==> src/rtl/lut_scanner_if.sv <==
// Valid/ready stream channel that carries the recovered truth table out of lut_scanner.
interface lut_scanner_if #(
  parameter int OUT_W = 8
);
  logic [OUT_W-1:0] tx_data;
  logic             tx_valid;
  logic             tx_ready;

  modport master (output tx_data, output tx_valid, input tx_ready);
  modport slave  (input tx_data, input tx_valid, output tx_ready);
endinterface

==> src/rtl/lut_scanner.sv <==
// Sweeps every input of an IN_W-input gate, records its truth table, then streams it out.
// Optional LUT_SCAN_ONES_COUNT_EN builds a population counter of the recovered table.
module lut_scanner #(
  parameter int IN_W   = 10,
  parameter int SETTLE = 2,
  parameter int OUT_W  = 8
) (
  input  logic            clk,
  input  logic            rst,
  input  logic            start_i,
  output logic            busy_o,
  output logic            done_o,
  output logic [IN_W-1:0] probe_o,
  input  logic            resp_i,
  output logic [IN_W:0]   ones_count_o,
  lut_scanner_if.master   tx_if
);
  localparam int DEPTH  = 1 << IN_W;
  localparam int NWORDS = DEPTH / OUT_W;
  localparam int K_W    = (NWORDS > 1) ? $clog2(NWORDS) : 1;
  localparam int CNT_W  = (SETTLE > 1) ? $clog2(SETTLE) : 1;

  localparam logic [IN_W-1:0]  PROBE_MAX = {IN_W{1'b1}};
  localparam logic [K_W-1:0]   K_LAST    = K_W'(NWORDS - 1);
  localparam logic [CNT_W-1:0] CNT_LAST  = CNT_W'(SETTLE - 1);

  typedef enum logic [1:0] {IDLE, SWEEP, SEND} state_t;

  state_t           state_q;
  logic [DEPTH-1:0] table_q;
  logic [CNT_W-1:0] cnt_q;
  logic [K_W-1:0]   k_q;
  logic [IN_W-1:0]  probe_q;
  logic             busy_q;
  logic             done_q;
  logic             tx_valid_q;
  logic [OUT_W-1:0] tx_data_q;

  logic [K_W-1:0]   k_d;
  logic             sample;
  logic             last_hs;
  logic [OUT_W-1:0] words [NWORDS];

  // Table bit j lands on word j/OUT_W, lane j%OUT_W.
  genvar gi;
  generate
    for (gi = 0; gi < NWORDS; gi++) begin : g_word
      assign words[gi] = table_q[gi*OUT_W +: OUT_W];
    end
  endgenerate

  assign k_d     = k_q + 1'b1;
  assign sample  = (state_q == SWEEP) && (cnt_q == CNT_LAST);
  assign last_hs = (state_q == SEND) && tx_valid_q && tx_if.tx_ready && (k_q == K_LAST);

  always_ff @(posedge clk or posedge rst) begin
    if (rst) begin
      state_q    <= IDLE;
      table_q    <= '0;
      cnt_q      <= '0;
      k_q        <= '0;
      probe_q    <= '0;
      busy_q     <= 1'b0;
      done_q     <= 1'b0;
      tx_valid_q <= 1'b0;
      tx_data_q  <= '0;
    end else begin
      done_q <= 1'b0;
      case (state_q)
        IDLE: begin
          if (start_i) begin
            state_q <= SWEEP;
            probe_q <= '0;
            cnt_q   <= '0;
            busy_q  <= 1'b1;
          end
        end
        SWEEP: begin
          if (sample) begin
            table_q[probe_q] <= resp_i;
            cnt_q            <= '0;
            // The last probe value stays on the gate while the table streams out.
            if (probe_q == PROBE_MAX) begin
              state_q <= SEND;
              k_q     <= '0;
            end else begin
              probe_q <= probe_q + 1'b1;
            end
          end else begin
            cnt_q <= cnt_q + 1'b1;
          end
        end
        SEND: begin
          if (!tx_valid_q) begin
            tx_valid_q <= 1'b1;
            tx_data_q  <= words[k_q];
          end else if (tx_if.tx_ready) begin
            if (last_hs) begin
              tx_valid_q <= 1'b0;
              done_q     <= 1'b1;
              busy_q     <= 1'b0;
              state_q    <= IDLE;
            end else begin
              k_q       <= k_d;
              tx_data_q <= words[k_d];
            end
          end
        end
        default: state_q <= IDLE;
      endcase
    end
  end

`ifdef LUT_SCAN_ONES_COUNT_EN
  logic [IN_W:0] ones_acc_q;
  logic [IN_W:0] ones_count_q;

  // The running count is only published when a scan completes, so aborted scans never show.
  always_ff @(posedge clk or posedge rst) begin
    if (rst) begin
      ones_acc_q   <= '0;
      ones_count_q <= '0;
    end else begin
      if ((state_q == IDLE) && start_i) begin
        ones_acc_q <= '0;
      end else if (sample && resp_i) begin
        ones_acc_q <= ones_acc_q + 1'b1;
      end
      if (last_hs) begin
        ones_count_q <= ones_acc_q;
      end
    end
  end

  assign ones_count_o = ones_count_q;
`else
  assign ones_count_o = '0;
`endif

  assign busy_o         = busy_q;
  assign done_o         = done_q;
  assign probe_o        = probe_q;
  assign tx_if.tx_data  = tx_data_q;
  assign tx_if.tx_valid = tx_valid_q;

endmodule

==> src/flat_wrapper.sv <==
// flat-port wrapper written by rule: the top's interface ports become plain ports
module lut_scanner_flat 
#(
  parameter int IN_W   = 10,
  parameter int SETTLE = 2,
  parameter int OUT_W  = 8
)
  (clk, rst, start_i, busy_o, done_o, probe_o, resp_i, ones_count_o, tx_if_tx_data, tx_if_tx_valid, tx_if_tx_ready);
  lut_scanner_if #(.OUT_W(OUT_W)) tx_if_i ();
  input  logic clk;
  input  logic rst;
  input  logic start_i;
  output logic busy_o;
  output logic done_o;
  output logic [IN_W-1:0] probe_o;
  input  logic resp_i;
  output logic [IN_W:0] ones_count_o;
  output wire logic [$bits(tx_if_i.tx_data)-1:0] tx_if_tx_data;
  output wire logic [$bits(tx_if_i.tx_valid)-1:0] tx_if_tx_valid;
  input wire logic [$bits(tx_if_i.tx_ready)-1:0] tx_if_tx_ready;
  assign tx_if_tx_data = tx_if_i.tx_data;
  assign tx_if_tx_valid = tx_if_i.tx_valid;
  assign tx_if_i.tx_ready = tx_if_tx_ready;
  lut_scanner #(.IN_W(IN_W), .SETTLE(SETTLE), .OUT_W(OUT_W)) u_core (.clk(clk), .rst(rst), .start_i(start_i), .busy_o(busy_o), .done_o(done_o), .probe_o(probe_o), .resp_i(resp_i), .ones_count_o(ones_count_o), .tx_if(tx_if_i));
endmodule
==> config.mk <==
export PLATFORM = sky130hd
export DESIGN_NAME = lut_scanner_flat
export DESIGN_NICKNAME = d
export VERILOG_FILES = /design/src/rtl/lut_scanner_if.sv /design/src/rtl/lut_scanner.sv /design/src/flat_wrapper.sv
export SDC_FILE = /design/constraint.sdc
export NUM_CORES = 2
export LEC_CHECK = 0
export CAP_MARGIN = 20
export CORE_ASPECT_RATIO = 1.4
export CORE_UTILIZATION = 25
export CTS_BUF_LIST = sky130_fd_sc_hd__clkbuf_4 sky130_fd_sc_hd__clkbuf_8
export DETAILED_ROUTE_END_ITERATION = 12
export PLACE_DENSITY = 0.46
export RECOVER_POWER = 25
export SYNTH_ARGS = -nofsm -noshare
export SYNTH_HDL_FRONTEND = slang
export SYNTH_SLANG_ARGS = --single-unit
==> constraint.sdc <==
create_clock -name clk -period 34.3 [get_ports clk]
set_input_delay 6.86 -clock clk [delete_from_list [all_inputs] [get_ports clk]]
set_output_delay 6.86 -clock clk [all_outputs]
set_load 0.005 [all_outputs]
==> impl_metrics.ini <==
[status]
status = finished, violations left
violations = max-capacitance violations, max-slew violations

[global_routing]
grt_pass1_vias = 55123
grt_overflow = 0
grt_pass1_wl_um = 419100
antenna_found_initial = 14
grt_use_total = 0.2304
grt_max_degree = 199

[route]
first_pass_iters = 7
wl_per_cell_um = 31.16
vias_per_cell = 5.887
wl_um = 296500
drcViolationCount = 0
vias = 56023
drtAntennaViolNets = 0
drtIter0Drc = 7119

[clock_network]
clk_pin_slew_worst_paths_ns = 0.07
cts_setup_buffers = 0
cts_made_buffers = 183
clock-sinks = 1055
cts_root_buf = clkbuf_8
cts.path.max_buffers = 4
cts_resized = 0
cts-htree-levels = 4
hold_buffers = 0
cts_tree = yes
clkLatencyLatePin_ns = 0.95

[floorplanning]
die-area_sq_mm = 0.2495
start_util = 0.2519
die_width_um = 422.4
pin_count = 37
core_sq_mm = 0.2456
rows = 215
die_h_um = 590.6

[placement]
dp_hpwl_um = 171900
dp_slack_ns = 22.37
place_inst = 9186
gp_congestion = 0.8840
portBuffers = 25

[power_and_ir_drop]
clkPwrFrac = 0.457
power_switching_uw = 823.8
switching_share = 0.2901
p_per_area_mw_per_mm2 = 41.33
share_comb_of_total_power = 0.094
seqPwrFrac = 0.449
p_int_mw = 2.016
leakage_nw = 18.92
vdd_drop_max_uv = 35.04

[logic_synthesis]
synthFlopType = dfrtp_1
synth.distinct_cells = 83
yosys.area_share.simple = 0.1881
synth_top_area_share = 0.4267
synthMuxAreaShare = 0.2027
synth_area_leaders = dfrtp_1 43%, mux4_2 14%, nand3_1 8.6%
synth_top_area_cell = dfrtp_1
synthXorXnorAreaFrac = 0.002932
yosys_warnings = 0
synth_area_per_cell_sq_um = 9.612
synth_fa_ha_area_frac = 0.001011
syn_inst = 6437
synth.cell_area_sq_mm = 0.06187
synth_seq_area_share = 0.4267
synth-compound-area-share = 0.1199
ys_seq_elements = 1055
async_flop_share = 1.000
synth_top_family_by_area = multiplexers
synth_edf_count = 0

[layout]
nets = 6128
regArea_sq_mm = 0.02642
drive_above_1_share = 0.1766
syn2layout_area_growth_pct = 11.06
multi_input_area_sq_mm = 0.03234
final_util = 0.2798
instances_no_fill = 9517
fillers = 25607
layout_commonest_cell = nand2_1
final_cell_mix = 1122 x nand2_1, 1059 x nand3_1, 1051 x dfrtp_1

[run]
cap_violations = 7

[sta]
fin_setup_tns_ns = 0
relSlewSlack = -3.652
rsz0062_at_grt = false
setup_viol = 0
tightest_slew_ns = 6.977
clock.fmax_mhz = 58.60
setup_slack_ns = 17.23
period_needed_ns = 17.07
finalHoldViolations = 0
slew_violations = 497
fin_crit_sh = 0.4975
fin_skew_ns = 0.05407

[setup_path]
crit_arrival_ns = 17.92
crit_required_ns = 35.15
crit_path_max_fanout = 198
cp-start-kind = input port
setup.worst_path.end_class = register
crit_type = input port to register

[hold_path]
hp-class = register to register
==> state kept, by name, summed over array words and instances (netlist names) <==
| register | flops |
|---|---|
| u_core.probe_o | 10 |
| u_core.table_q | 1024 |
| u_core.tx_if.tx_data | 8 |
| u_core.busy_o | 1 |
| u_core.cnt_q | 1 |
| u_core.done_o | 1 |
| u_core.k_q | 7 |
| u_core.state_q | 2 |
| u_core.tx_if.tx_valid | 1 |
==> per-stage QoR <==
stage	hold slack (ns)	total power, mW	area [sq um]
2_1_floorplan	0.4711	1.438	61910
3_3_place_gp	0.4663	1.557	64700
3_5_place_dp	0.4729	1.558	64760
4_1_cts	0.4936	2.852	68700
5_1_grt	0.5117	2.913	68690
6_report	0.4992	2.840	68710
==> critical path, cell delays in order <==
cell	delay, ns
clkbuf_1	4.69
clkbuf_1	2.58
buf_12	0.58
buf_4	0.81
buf_4	0.90
buf_4	0.78
nand3_1	0.16
nand2_1	0.10
==> final timing paths <==
path,cells after the start,to,slack [ns],from
setup / recovery,8,u_core.table_q[748],17.23,resp_i
hold / removal,1,u_core.busy_o,0.50,u_core.busy_o
setup reg to reg,8,u_core.tx_if.tx_data[5],28.77,u_core.k_q[0]
hold reg to reg,1,u_core.busy_o,0.50,u_core.busy_o
max in group asynchronous,6,u_core.table_q[334],21.50,rst
min in group asynchronous,2,u_core.table_q[28],6.90,rst
==> cell type report <==
cell class | instances | area share
Antenna cell | 10 | 0.0003642
Clock buffer | 289 | 0.05388
Clock inverter | 30 | 0.003496
Inverter | 8 | 0.0004552
Multi-Input combinational cell | 4647 | 0.4706
Sequential cell | 1055 | 0.3844
Tap cell | 3255 | 0.05927
Timing Repair Buffer | 223 | 0.02753
==> cell families after synthesis <==
kind of cell	Yosys count
AND/OR/NAND/NOR	2592
buffers and inverters	745
adder cells (fa/ha/maj)	5
other	1
AO/OA/AOI/OAI	1317
multiplexers	706
XOR/XNOR	16
flip-flops	1055
==> layer usage <==
metal,GRT usage,wire length (um)
met5,0,56
met4,0.1743,25060
met3,0.04282,26320
met2,0.3643,135600
met1,0.2784,109500
==> power groups by stage <==
stage          Combinational, mW  Sequential (mW)  Clock, mW
3_5_place_dp               0.260             1.30          0
5_1_grt                    0.276             1.28       1.36
6_report                   0.266             1.28       1.30
3_3_place_gp               0.260             1.30          0
2_1_floorplan              0.141             1.30          0
4_1_cts                    0.261             1.28       1.32
==> Yosys cell counts (11+ instances only) <==
library cell	n
mux4_2	396
dfrtp_1	1055
a22oi_1	73
nand2_1	1135
nor2b_1	18
and3_1	18
or2_2	21
nor3_1	75
buf_2	53
buf_4	65
a31oi_1	15
nand2b_1	16
o21ai_0	975
a211oi_1	13
o221ai_1	54
nor2_1	156
and2_1	13
buf_6	34
clkbuf_1	554
mux2_2	68
o211ai_1	21
buf_1	12
nor4_1	11
nand3_1	1059
o22ai_1	33
mux2i_1	215
mux4_1	23
a21oi_1	66
nand4_1	21
Power figures use the tool's default switching activity.
